**src/rtl/gpio_bank.sv**
```systemverilog
// gpio_bank: memory-mapped GPIO bank with synchronised pad inputs, atomic
// set/clear of outputs and per-pin edge interrupts with sticky W1C status.
module gpio_bank #(
   parameter int unsigned WIDTH       = 8,
   parameter int unsigned SYNC_STAGES = 2,
   parameter logic [31:0] DIR_RESET   = 32'h0000_0000
) (
   input  logic             clk,
   input  logic             reset,
   input  logic             read,
   input  logic             write,
   input  logic [31:0]      address,
   input  logic [31:0]      write_data,
   output logic [31:0]      read_data,
   output logic             response,
   input  logic [WIDTH-1:0] gpios_in,
   output logic [WIDTH-1:0] gpios_out,
   output logic [WIDTH-1:0] direction,
   output logic             irq
);

   typedef enum logic [2:0] {
      REG_DATA_IN  = 3'd0,
      REG_DATA_OUT = 3'd1,
      REG_DIR      = 3'd2,
      REG_IRQ_EN   = 3'd3,
      REG_IRQ_POL  = 3'd4,
      REG_IRQ_STAT = 3'd5,
      REG_OUT_SET  = 3'd6,
      REG_OUT_CLR  = 3'd7
   } reg_sel_e;

   reg_sel_e                          sel_s;
   logic [WIDTH-1:0]                  wdata_s;
   logic                              wr_s;
   logic                              rd_s;
   logic [SYNC_STAGES-1:0][WIDTH-1:0] sync_r;
   logic [WIDTH-1:0]                  sync_s;
   logic [WIDTH-1:0]                  prev_r;
   logic [WIDTH-1:0]                  out_r;
   logic [WIDTH-1:0]                  dir_r;
   logic [WIDTH-1:0]                  en_r;
   logic [WIDTH-1:0]                  pol_r;
   logic [WIDTH-1:0]                  stat_r;
   logic [WIDTH-1:0]                  out_nxt_s;
   logic [WIDTH-1:0]                  dir_nxt_s;
   logic [WIDTH-1:0]                  en_nxt_s;
   logic [WIDTH-1:0]                  pol_nxt_s;
   logic [WIDTH-1:0]                  stat_nxt_s;
   logic [WIDTH-1:0]                  w1c_s;
   logic [WIDTH-1:0]                  event_s;
   logic [WIDTH-1:0]                  rmux_s;
   logic [31:0]                       rdata_r;
   logic                              resp_r;
   logic                              unused_s;

   // Pins driven as outputs never record events; pol selects rising (1) or falling (0).
   function automatic logic [WIDTH-1:0] edge_events(
      input logic [WIDTH-1:0] sync,
      input logic [WIDTH-1:0] prev,
      input logic [WIDTH-1:0] pol,
      input logic [WIDTH-1:0] dir
   );
      return ((sync & ~prev & pol) | (~sync & prev & ~pol)) & ~dir;
   endfunction

   assign sel_s    = reg_sel_e'(address[4:2]);
   assign wdata_s  = write_data[WIDTH-1:0];
   assign wr_s     = write;
   assign rd_s     = read & ~write;
   assign sync_s   = sync_r[SYNC_STAGES-1];
   assign event_s  = edge_events(sync_s, prev_r, pol_r, dir_r);
   assign unused_s = ^{address[31:5], address[1:0], write_data};

   // Register-file next state; a new event outranks a W1C on the same bit.
   always_comb begin
      out_nxt_s = out_r;
      dir_nxt_s = dir_r;
      en_nxt_s  = en_r;
      pol_nxt_s = pol_r;
      w1c_s     = '0;
      if (wr_s) begin
         case (sel_s)
            REG_DATA_OUT: out_nxt_s = wdata_s;
            REG_DIR:      dir_nxt_s = wdata_s;
            REG_IRQ_EN:   en_nxt_s  = wdata_s;
            REG_IRQ_POL:  pol_nxt_s = wdata_s;
            REG_IRQ_STAT: w1c_s     = wdata_s;
            REG_OUT_SET:  out_nxt_s = out_r | wdata_s;
            REG_OUT_CLR:  out_nxt_s = out_r & ~wdata_s;
            default:      out_nxt_s = out_r;
         endcase
      end else begin
         out_nxt_s = out_r;
      end
      stat_nxt_s = (stat_r & ~w1c_s) | event_s;
   end

   // Read multiplexer; write-only and unmapped views read as zero.
   always_comb begin
      rmux_s = '0;
      case (sel_s)
         REG_DATA_IN:  rmux_s = sync_s;
         REG_DATA_OUT: rmux_s = out_r;
         REG_DIR:      rmux_s = dir_r;
         REG_IRQ_EN:   rmux_s = en_r;
         REG_IRQ_POL:  rmux_s = pol_r;
         REG_IRQ_STAT: rmux_s = stat_r;
         default:      rmux_s = '0;
      endcase
   end

   // Pad synchroniser chain and one-cycle-delayed copy for edge detection.
   always_ff @(posedge clk or posedge reset) begin
      if (reset) begin
         sync_r <= '0;
         prev_r <= '0;
      end else begin
         sync_r <= {sync_r[SYNC_STAGES-2:0], gpios_in};
         prev_r <= sync_s;
      end
   end

   // Control and status registers.
   always_ff @(posedge clk or posedge reset) begin
      if (reset) begin
         out_r  <= '0;
         dir_r  <= DIR_RESET[WIDTH-1:0];
         en_r   <= '0;
         pol_r  <= '0;
         stat_r <= '0;
      end else begin
         out_r  <= out_nxt_s;
         dir_r  <= dir_nxt_s;
         en_r   <= en_nxt_s;
         pol_r  <= pol_nxt_s;
         stat_r <= stat_nxt_s;
      end
   end

   // Bus response: read data held until the next pure read.
   always_ff @(posedge clk or posedge reset) begin
      if (reset) begin
         rdata_r <= 32'h0000_0000;
         resp_r  <= 1'b0;
      end else begin
         resp_r <= read | write;
         if (rd_s) begin
            rdata_r <= 32'(rmux_s);
         end else begin
            rdata_r <= rdata_r;
         end
      end
   end

   assign read_data = rdata_r;
   assign response  = resp_r;
   assign gpios_out = out_r;
   assign direction = dir_r;
   assign irq       = |(stat_r & en_r);

endmodule

```
**config.mk**
```make
export PLATFORM = sky130hd
export DESIGN_NAME = gpio_bank
export DESIGN_NICKNAME = d
export VERILOG_FILES = /design/src/rtl/gpio_bank.sv
export SDC_FILE = /design/constraint.sdc
export NUM_CORES = 1
export LEC_CHECK = 0
export ABC_AREA = 1
export CAP_MARGIN = 10
export CORE_MARGIN = 4
export CORE_UTILIZATION = 50
export CTS_BUF_LIST = sky130_fd_sc_hd__clkbuf_4 sky130_fd_sc_hd__clkbuf_8
export DETAILED_ROUTE_END_ITERATION = 8
export PLACE_DENSITY = 0.95
export SYNTH_ARGS = -nofsm -noshare
export SYNTH_HDL_FRONTEND = slang
export SYNTH_SLANG_ARGS = --single-unit
```
**constraint.sdc**
```tcl
create_clock -name clk -period 5.6 [get_ports clk]
set_input_delay 1.68 -clock clk [delete_from_list [all_inputs] [get_ports clk]]
set_output_delay 1.68 -clock clk [all_outputs]
set_load 0.02 [all_outputs]
```
==> results of run 1 <==
metal layers:
layer  wire (um)  up-vias
met5           0        -
met4         189        0
met3         833       22
met2        3968      205
met1        3467     1463
li1            -     1407
power groups by stage:
| stage | registers [mW] | clock network [mW] | logic [mW] |
|---|---|---|---|
| global route | 0.668 | 0.391 | 0.341 |
| CTS | 0.657 | 0.369 | 0.308 |
| detailed placement | 0.666 | 0 | 0.306 |
| finish | 0.659 | 0.364 | 0.310 |
| global placement | 0.662 | 0 | 0.293 |
| floorplan | 0.690 | 0 | 0.166 |
cell families (layout without fill, tap and decap cells):
group	count (synthesis)	in the layout	synth area share, %
buffers and inverters	75	103	13.04
AOI/OAI and AO/OA	76	76	11.12
and+or+nand+nor	195	195	24.85
DFF	73	73	50.89
other	1	24	0.1045
metrics by stage:
| stage | hold WS (ns) | instance area [um^2] |
|---|---|---|
| final | 0.3500 | 4154 |
| after global routing | 0.3594 | 4154 |
| after CTS | 0.3511 | 4134 |
| after detailed placement | 0.3347 | 3964 |
| after global placement | 0.3333 | 3964 |
| after floorplan | 0.3312 | 3676 |
area by class of cell:
class / instances / share of cell area (%)
Inverter: 38 / 3.554
Tap cell: 96 / 2.892
Sequential cell: 73 / 43.98
Multi-Input combinational cell: 295 / 33.25
Timing Repair Buffer: 50 / 12.23
Clock buffer: 10 / 3.313
Clock inverter: 5 / 0.7831
flip-flops by register name, summed over array words and instances (netlist names):
signal,count
prev_r,8
en_r,8
read_data,8
response,1
direction,8
gpios_out,8
pol_r,8
stat_r,8
sync_s,8
sync_r,8
synth_stat cells:
cell type	count
nand3_4	1
nor2_4	2
nor3_2	1
o21ai_2	1
inv_6	1
nand3_1	10
buf_2	2
a21oi_1	7
o21ai_1	11
nand3_2	9
or2_2	1
buf_12	1
clkbuf_8	2
conb_1	1
a22o_1	4
nand4_2	1
inv_2	2
nor2_2	1
buf_4	26
nor2_1	33
nand2_1	119
dfrtp_1	73
o21ai_0	53
nand4_1	16
nand2_2	1
buf_6	6
inv_1	35
worst max-delay path by stage:
stage,endpoint,slack [ns],depth (start not counted)
finish,stat_r[2]$_DFF_PP0_,1.89,6
global route,gpios_out[5]$_DFFE_PP0P_,1.80,6
detailed placement,stat_r[2]$_DFF_PP0_,1.62,6
CTS,stat_r[2]$_DFF_PP0_,2.00,6
floorplan,direction[0]$_DFFE_PP0P_,2.07,1
global placement,gpios_out[6]$_DFFE_PP0P_,1.79,6
critical path, stage by stage:
cell             delay (ns)
clkdlybuf4s50_1        1.11
inv_1                  0.31
nor2_1                 0.24
nand2_2                0.17
o21ai_0                0.28
o21ai_0                0.14
==> impl_metrics.csv, run 1 <==
group,metric,value,unit
routing,avgRoutedWirePerCell,14.92,um
yosys,yosysWarnings,0,
clock_network,clk_pin_slew_worst_paths,0.07,ns
floorplan,num_io_pins,126,
pwr,pwr-share-clk,27.3,%
timing,timing.final.ws_setup,1.886,ns
clock_network,cts_num_sinks,73,
clock_network,clockBufferDepth,2,
global_routing,antenna_found_initial,0,
routing,vias,3097,
worst_setup_path,arrival,3.93,ns
final_layout,final_cell_mix,"nand2_1 (119), dfrtp_1 (73), o21ai_0 (53), clkdlybuf4s50_1 (48), inv_1 (34)",
placement,io_buffers,48,
placement,post-place-ws,1.621,ns
yosys,ys_types,27,
pwr,seq_power_share,49.4,%
clock_network,cts_tree,"done",
routing,firstDrtPassIters,5,
pwr,combPwrFrac,23.3,%
timing,tightest_slew,1.139,ns
final_layout,post-route-util,60.47,%
pwr,p_total,1.334,mW
pwr,ir_drop,150.8,uV
clock_network,cts_buffers,9,
timing,setup_viol,0,
floorplan,core_area,6869,um^2
routing,drc,0,
placement,gp_congestion,0.8982,
yosys,ys_top_cells_by_area,"dfrtp_1 (51%), nand2_1 (12%), o21ai_0 (7.4%)",
timing,fmax,269.3,MHz
global_routing,grt.overflow.total,0,
final_layout,final_nets,543,
yosys,ys_seq_elements,73,
pwr,switchingPower,0.4414,mW
pwr,p_per_area,321.1,nW/um^2
global_routing,use_met3,5.118,%
worst_setup_path,path_class,"input port to register",
global_routing,met1_usage,26.04,%
global_routing,grt_util_all_layers,20.22,%
clock_network,root_buffer,"clkbuf_8",
yosys,synth_top_area_cell,"dfrtp_1",
final_layout,multi_input_area,1381,um^2
timing,setup-tns-final,0,ns
status,status,"finished clean",
worst_setup_path,startpoint,"address[2]",
final_layout,diodes,0,
routing,drt_iter0_markers,416,
global_routing,grt_pass1_vias,2913,
clock_network,htree_levels,3,
final_layout,seqCellArea,1827,um^2
pwr,intPower,0.8924,mW
timing,min_period_over_period,66.32,%
global_routing,grt_use_met2,31.96,%
final_layout,fillers,574,
floorplan,dieArea,8599,um^2
timing,hold_viol,0,
routing,viasPerCell,5.462,
worst_setup_path,cp-start-kind,"input port",
final_layout,drive_above_1_share,8.280,%
placement,hpwl,5.808,mm
floorplan,start_util,52.26,%
yosys,syn_area_per_cell,8.547,um^2
global_routing,grt_max_degree,58,
timing,clock_skew,0.003448,ns
pwr,p_sw_share,33.09,%
yosys,synth_area,3590,um^2
timing,fin_crit,3.714,ns
clock_network,hold_buffers,0,
timing,relSlewSlack,23.81,%
floorplan,die_w,92.73,um
min_path,hold_end,"sync_s[2]$_DFF_PP0_",
clock_network,post_cts_buffers,0,
timing,rsz0062_at_grt,"no",
timing,slew_viol_final,0,
placement,place_inst,551,
worst_setup_path,r2r-end,"read_data[0]$_DFFE_PP0P_",
worst_setup_path,end_kind,"register",
final_layout,area_delta_synth_final,15.72,%
yosys,netlist.area_leader.share,50.89,%
routing,postRouteAntennaNets,0,
routing,drt_wl_total,8.459,mm
worst_setup_path,r2r-start,"gpios_out[0]$_DFFE_PP0P_",
final_layout,fin_cells,567,
min_path,worstHoldStart,"sync_r[2]$_DFF_PP0_",
min_path,min_path_cells,0,
min_path,holdCritPathClass,"register to register",
global_routing,busiest_layer,"met2",
floorplan,die_y,92.73,um
job,drv_cap,0,
clock_network,cts_resized,0,
global_routing,grt_first_pass_wirelength,13.46,mm
floorplan,rows,30,
yosys,yosysSeqAreaShare,50.89,%
pwr,p_leak,1.992,nW
clock_network,insertion_delay,0.35,ns
yosys,netlist_instances,420,
worst_setup_path,critPathRequiredTime,5.82,ns
worst_setup_path,reg2regPathDepth,6,
worst_setup_path,path_max_fanout,21,
worst_setup_path,rrSetupSlack,4.55,ns
final_layout,final_common_cell,"nand2_1",
Note: power is estimated with default switching activity, not from simulation.
==> run 2, diff against run 1 <==
Settings changed: CORE_UTILIZATION 50 to 42, PLACE_DENSITY 0.95 to 0.88.
Clock period 5.6 ns to 3.1 ns, I/O delays scaled along.
==> run 2 against run 1 <==
  * Combinational power increased by 84%
  * First-iteration DRC count is 11% lower
  * Sequential cell count stayed put
  * Clock skew grew 0.0042 ns
  * Critical path depth shrank 2
  * Die area grew 17%
  * Sequential power grew 81%
  * Clock-buffer cell count grew 1
  * Hold slack got worse by 0.0072 ns
  * Critical endpoint is now irq
  * Cell count grew 2.5%
  * Via count fell by 1.5%
  * Global-route usage shrank 1.7 points
==> impl_metrics.csv, run 2 (synthesis results as in run 1) <==
group,metric,value,unit
worst_setup_path,crit_slowest_cell,"clkdlybuf4s50_1",
timing,setup_viol,0,
timing,relSlewSlack,62.55,%
floorplan,num_io_pins,126,
final_layout,seqCellArea,1827,um^2
pwr,p_total,2.529,mW
timing,setup-tns-final,0,ns
worst_setup_path,cp-start-kind,"register",
min_path,worstHoldStart,"sync_r[7]$_DFF_PP0_",
routing,firstDrtPassIters,5,
clock_network,clk_pin_slew_worst_paths,0.07,ns
clock_network,post_cts_buffers,0,
pwr,ir_drop,244.9,uV
clock_network,root_buffer,"clkbuf_8",
timing,hold_viol,0,
global_routing,antenna_found_initial,0,
final_layout,drive_above_1_share,9.244,%
routing,vias,3051,
global_routing,grt_util_all_layers,18.50,%
worst_setup_path,cpPeakStageDelay,0.54,ns
worst_setup_path,path_buf_inv,1,
placement,post-place-ws,0.3266,ns
routing,postRouteAntennaNets,0,
worst_setup_path,startpoint,"stat_r[6]$_DFF_PP0_",
min_path,holdCritPathClass,"register to register",
timing,whs,0.3428,ns
job,drv_cap,0,
worst_setup_path,end_kind,"output port",
final_layout,area_delta_synth_final,17.85,%
final_layout,diodes,0,
worst_setup_path,arrival,1.74,ns
clock_network,cts_num_sinks,73,
clock_network,clockBufferDepth,2,
timing,min_period_over_period,86.11,%
worst_setup_path,path_max_fanout,3,
floorplan,die_y,100.5,um
global_routing,grt.overflow.total,0,
final_layout,final_nets,547,
floorplan,dieArea,10090,um^2
final_layout,multi_input_area,1381,um^2
clock_network,cts_resized,0,
routing,drt_iter0_markers,370,
floorplan,start_util,43.47,%
pwr,p_per_area,597.8,nW/um^2
worst_setup_path,critPathRequiredTime,2.17,ns
final_layout,final_cell_mix,"nand2_1 (119), dfrtp_1 (73), o21ai_0 (53), clkdlybuf4s50_1 (48), inv_1 (34)",
worst_setup_path,path_class,"register to output port",
final_layout,final_common_cell,"nand2_1",
routing,viasPerCell,5.251,
clock_network,htree_levels,3,
global_routing,grt_max_degree,74,
routing,drt_wl_total,8.711,mm
timing,fmax,374.6,MHz
floorplan,die_w,100.5,um
worst_setup_path,r2r-start,"gpios_out[0]$_DFFE_PP0P_",
placement,hpwl,6.117,mm
status,status,"finished clean",
placement,gp_congestion,0.8564,
placement,io_buffers,48,
clock_network,hold_buffers,0,
timing,fin_crit,2.669,ns
pwr,p_leak,2.040,nW
clock_network,cts_tree,"done",
clock_network,insertion_delay,0.36,ns
final_layout,fillers,746,
floorplan,rows,33,
timing,slew_viol_final,0,
timing,tightest_slew,0.5617,ns
global_routing,grt_pass1_vias,3080,
routing,drc,0,
timing,clock_skew,0.007617,ns
floorplan,core_area,8258,um^2
worst_setup_path,path_cells,"a22o_1 > nor2_1 > nand2_1 > clkdlybuf4s50_1",
clock_network,cts_buffers,9,
global_routing,grt_first_pass_wirelength,14.59,mm
worst_setup_path,crit_family,"buffers and inverters",
routing,avgRoutedWirePerCell,14.99,um
timing,timing.final.ws_setup,0.4306,ns
timing,rsz0062_at_grt,"no",
run 2: final timing paths:
check,cells after the start,slack [ns],end
min reg2reg,0,0.34,sync_s[7]$_DFF_PP0_
max,4,0.43,irq
max in group asynchronous,3,1.83,sync_s[0]$_DFF_PP0_
max reg2reg,6,2.08,read_data[0]$_DFFE_PP0P_
min,0,0.34,sync_s[7]$_DFF_PP0_
min in group asynchronous,3,0.96,gpios_out[6]$_DFFE_PP0P_
run 2: where the power goes:
| part | internal (mW) | leakage [nW] | switching (mW) | total [mW] |
|---|---|---|---|---|
| Combinational | 0.234 | 1.06 | 0.335 | 0.569 |
| Sequential | 1.08 | 0.870 | 0.111 | 1.19 |
| Clock | 0.413 | 0.109 | 0.359 | 0.772 |
| Total | 1.72 | 2.04 | 0.805 | 2.53 |
run 2: metal layers:
metal	track usage (%)	wire length (um)	vias up
met5	0	0	-
met4	7.565	210	0
met3	5.536	745	25
met2	28.95	4054	166
met1	24.04	3700	1451
li1	-	-	1409
run 2: metrics by stage:
step	instance area [um^2]	util, %	instances
floorplan	3676	-	443
global placement	4025	48.74	565
detailed placement	4025	48.74	565
CTS	4230	51.23	581
global route	4230	51.23	581
finish	4230	51.23	581
run 2: area by class of cell:
type                    count  area share [%]
well taps                 105           3.106
clock buffers              11           3.579
repair buffers             54           12.72
multi-input cells         295           32.65
flip-flops and latches     73           43.18
inverters                  38           3.490
clock inverters             5           1.272
==> run 3, diff against run 2 <==
Settings changed: CTS_CLUSTER_SIZE set to 20.
Clock period 3.1 ns to 2.38 ns, I/O delays scaled along.
==> run 3 against run 2 <==
  * Sequential power up 30%
  * Largest power group unchanged
  * Sequential share of layout area fell by 0.64 points
  * Total power grew 34%
  * Worst setup slack got worse by 0.28 ns
  * Clock power up 42%
  * Critical path type unchanged
  * Die area stayed put
  * Global-route usage is 0.66 points lower
  * Clock-buffer cell count unchanged
==> impl_metrics.csv, run 3 (synthesis results as in run 1) <==
group,metric,value,unit
status,status,"finished clean",
final_layout,area_delta_synth_final,19.62,%
final_layout,multi_input_area,1381,um^2
routing,vias,3043,
global_routing,grt_util_all_layers,17.84,%
final_layout,final_common_cell,"nand2_1",
floorplan,core_area,8258,um^2
pwr,ir_drop,357.0,uV
global_routing,antenna_found_initial,0,
min_path,min_path_cells,0,
clock_network,insertion_delay,0.35,ns
worst_setup_path,critPathRequiredTime,1.67,ns
placement,io_buffers,48,
final_layout,post-route-util,52.00,%
clock_network,post_cts_buffers,0,
clock_network,cts_tree,"done",
global_routing,grt_pass1_vias,2880,
timing,relSlewSlack,64.05,%
placement,gp_congestion,0.9102,
routing,drt_wl_total,8.405,mm
final_layout,seqCellArea,1827,um^2
final_layout,fillers,741,
clock_network,hold_buffers,0,
worst_setup_path,arrival,1.51,ns
final_layout,drive_above_1_share,10.19,%
floorplan,die_w,100.5,um
timing,timing.final.ws_setup,0.1550,ns
timing,tightest_slew,0.5391,ns
clock_network,cts_resized,1,
routing,viasPerCell,5.193,
worst_setup_path,path_max_fanout,3,
global_routing,grt_max_degree,74,
clock_network,cts_num_sinks,73,
timing,fmax,449.4,MHz
pwr,p_per_area,787.2,nW/um^2
global_routing,grt.overflow.total,0,
floorplan,num_io_pins,126,
routing,avgRoutedWirePerCell,14.34,um
timing,min_period_over_period,93.49,%
final_layout,final_nets,552,
pwr,p_leak,2.065,nW
timing,fin_crit,2.225,ns
floorplan,die_y,100.5,um
final_layout,diodes,0,
worst_setup_path,reg2regPathDepth,6,
floorplan,rows,33,
placement,post-place-ws,-0.04239,ns
clock_network,cts_buffers,9,
timing,clock_skew,0.009924,ns
floorplan,start_util,43.47,%
worst_setup_path,end_kind,"output port",
final_layout,final_cell_mix,"nand2_1 (119), dfrtp_1 (73), o21ai_0 (53), clkdlybuf4s50_1 (47), inv_1 (34)",
routing,postRouteAntennaNets,0,
timing,setup_viol,0,
clock_network,clockBufferDepth,2,
clock_network,clk_pin_slew_worst_paths,0.08,ns
routing,drt_iter0_markers,423,
timing,rsz0062_at_grt,"no",
worst_setup_path,path_class,"register to output port",
global_routing,grt_first_pass_wirelength,13.99,mm
floorplan,dieArea,10090,um^2
min_path,holdCritPathClass,"register to register",
timing,hold_viol,0,
timing,slew_viol_final,0,
clock_network,root_buffer,"clkbuf_8",
job,drv_cap,0,
routing,drc,0,
routing,firstDrtPassIters,5,
clock_network,htree_levels,3,
placement,hpwl,5.997,mm
worst_setup_path,cp-start-kind,"register",
==> run 3: metal layers <==
layer  global-route usage (%)  vias to the layer above  share of wire, %
li1                         -                     1431                 -
met1                    25.16                     1429                44
met2                    25.43                      158                45
met3                    4.913                       25               9.3
met4                    8.394                        0               2.1
met5                        0                        -                 0
==> run 3: critical path, cell delays in order (launching register included) <==
cell and delay (ns):
dfrtp_1 0.41, a22o_1 0.23, nor2_1 0.10, nand2_1 0.08, dlygate4sd2_1 0.33
==> run 3: final timing paths <==
path,from,end,slack (ns)
max in group asynchronous,reset,sync_r[3]$_DFF_PP0_,1.27
max,stat_r[0]$_DFF_PP0_,irq,0.16
min reg2reg,sync_r[4]$_DFF_PP0_,sync_s[4]$_DFF_PP0_,0.34
min,sync_r[4]$_DFF_PP0_,sync_s[4]$_DFF_PP0_,0.34
max reg2reg,gpios_out[6]$_DFFE_PP0P_,read_data[6]$_DFFE_PP0P_,1.38
min in group asynchronous,reset,sync_s[4]$_DFF_PP0_,0.79
==> run 3: where the power goes <==
group / switching, mW / internal [mW]
logic: 0.426 / 0.308
registers: 0.146 / 1.40
clock network: 0.454 / 0.643
total: 1.03 / 2.35
==> run 3: layout make-up <==
cell class	instances	share of cell area [%]
sequential	73	42.54
inverter	38	3.526
multi-input combinational	295	32.17
clock inverter	5	1.807
tap	105	3.059
timing repair buffer	59	13.37
clock buffer	11	3.526
==> run 3: through the flow <==
step	hold WS, ns	total power, mW	setup TNS, ns	cells	cell area (um^2)
final	0.3399	3.381	0	586	4294
after CTS	0.3477	3.408	0	586	4294
after floorplan	0.3312	2.015	0	443	3680
after global placement	0.3328	2.270	0	570	4066
after global routing	0.3537	3.567	0	586	4294
after detailed placement	0.3356	2.304	-0.04602	570	4066
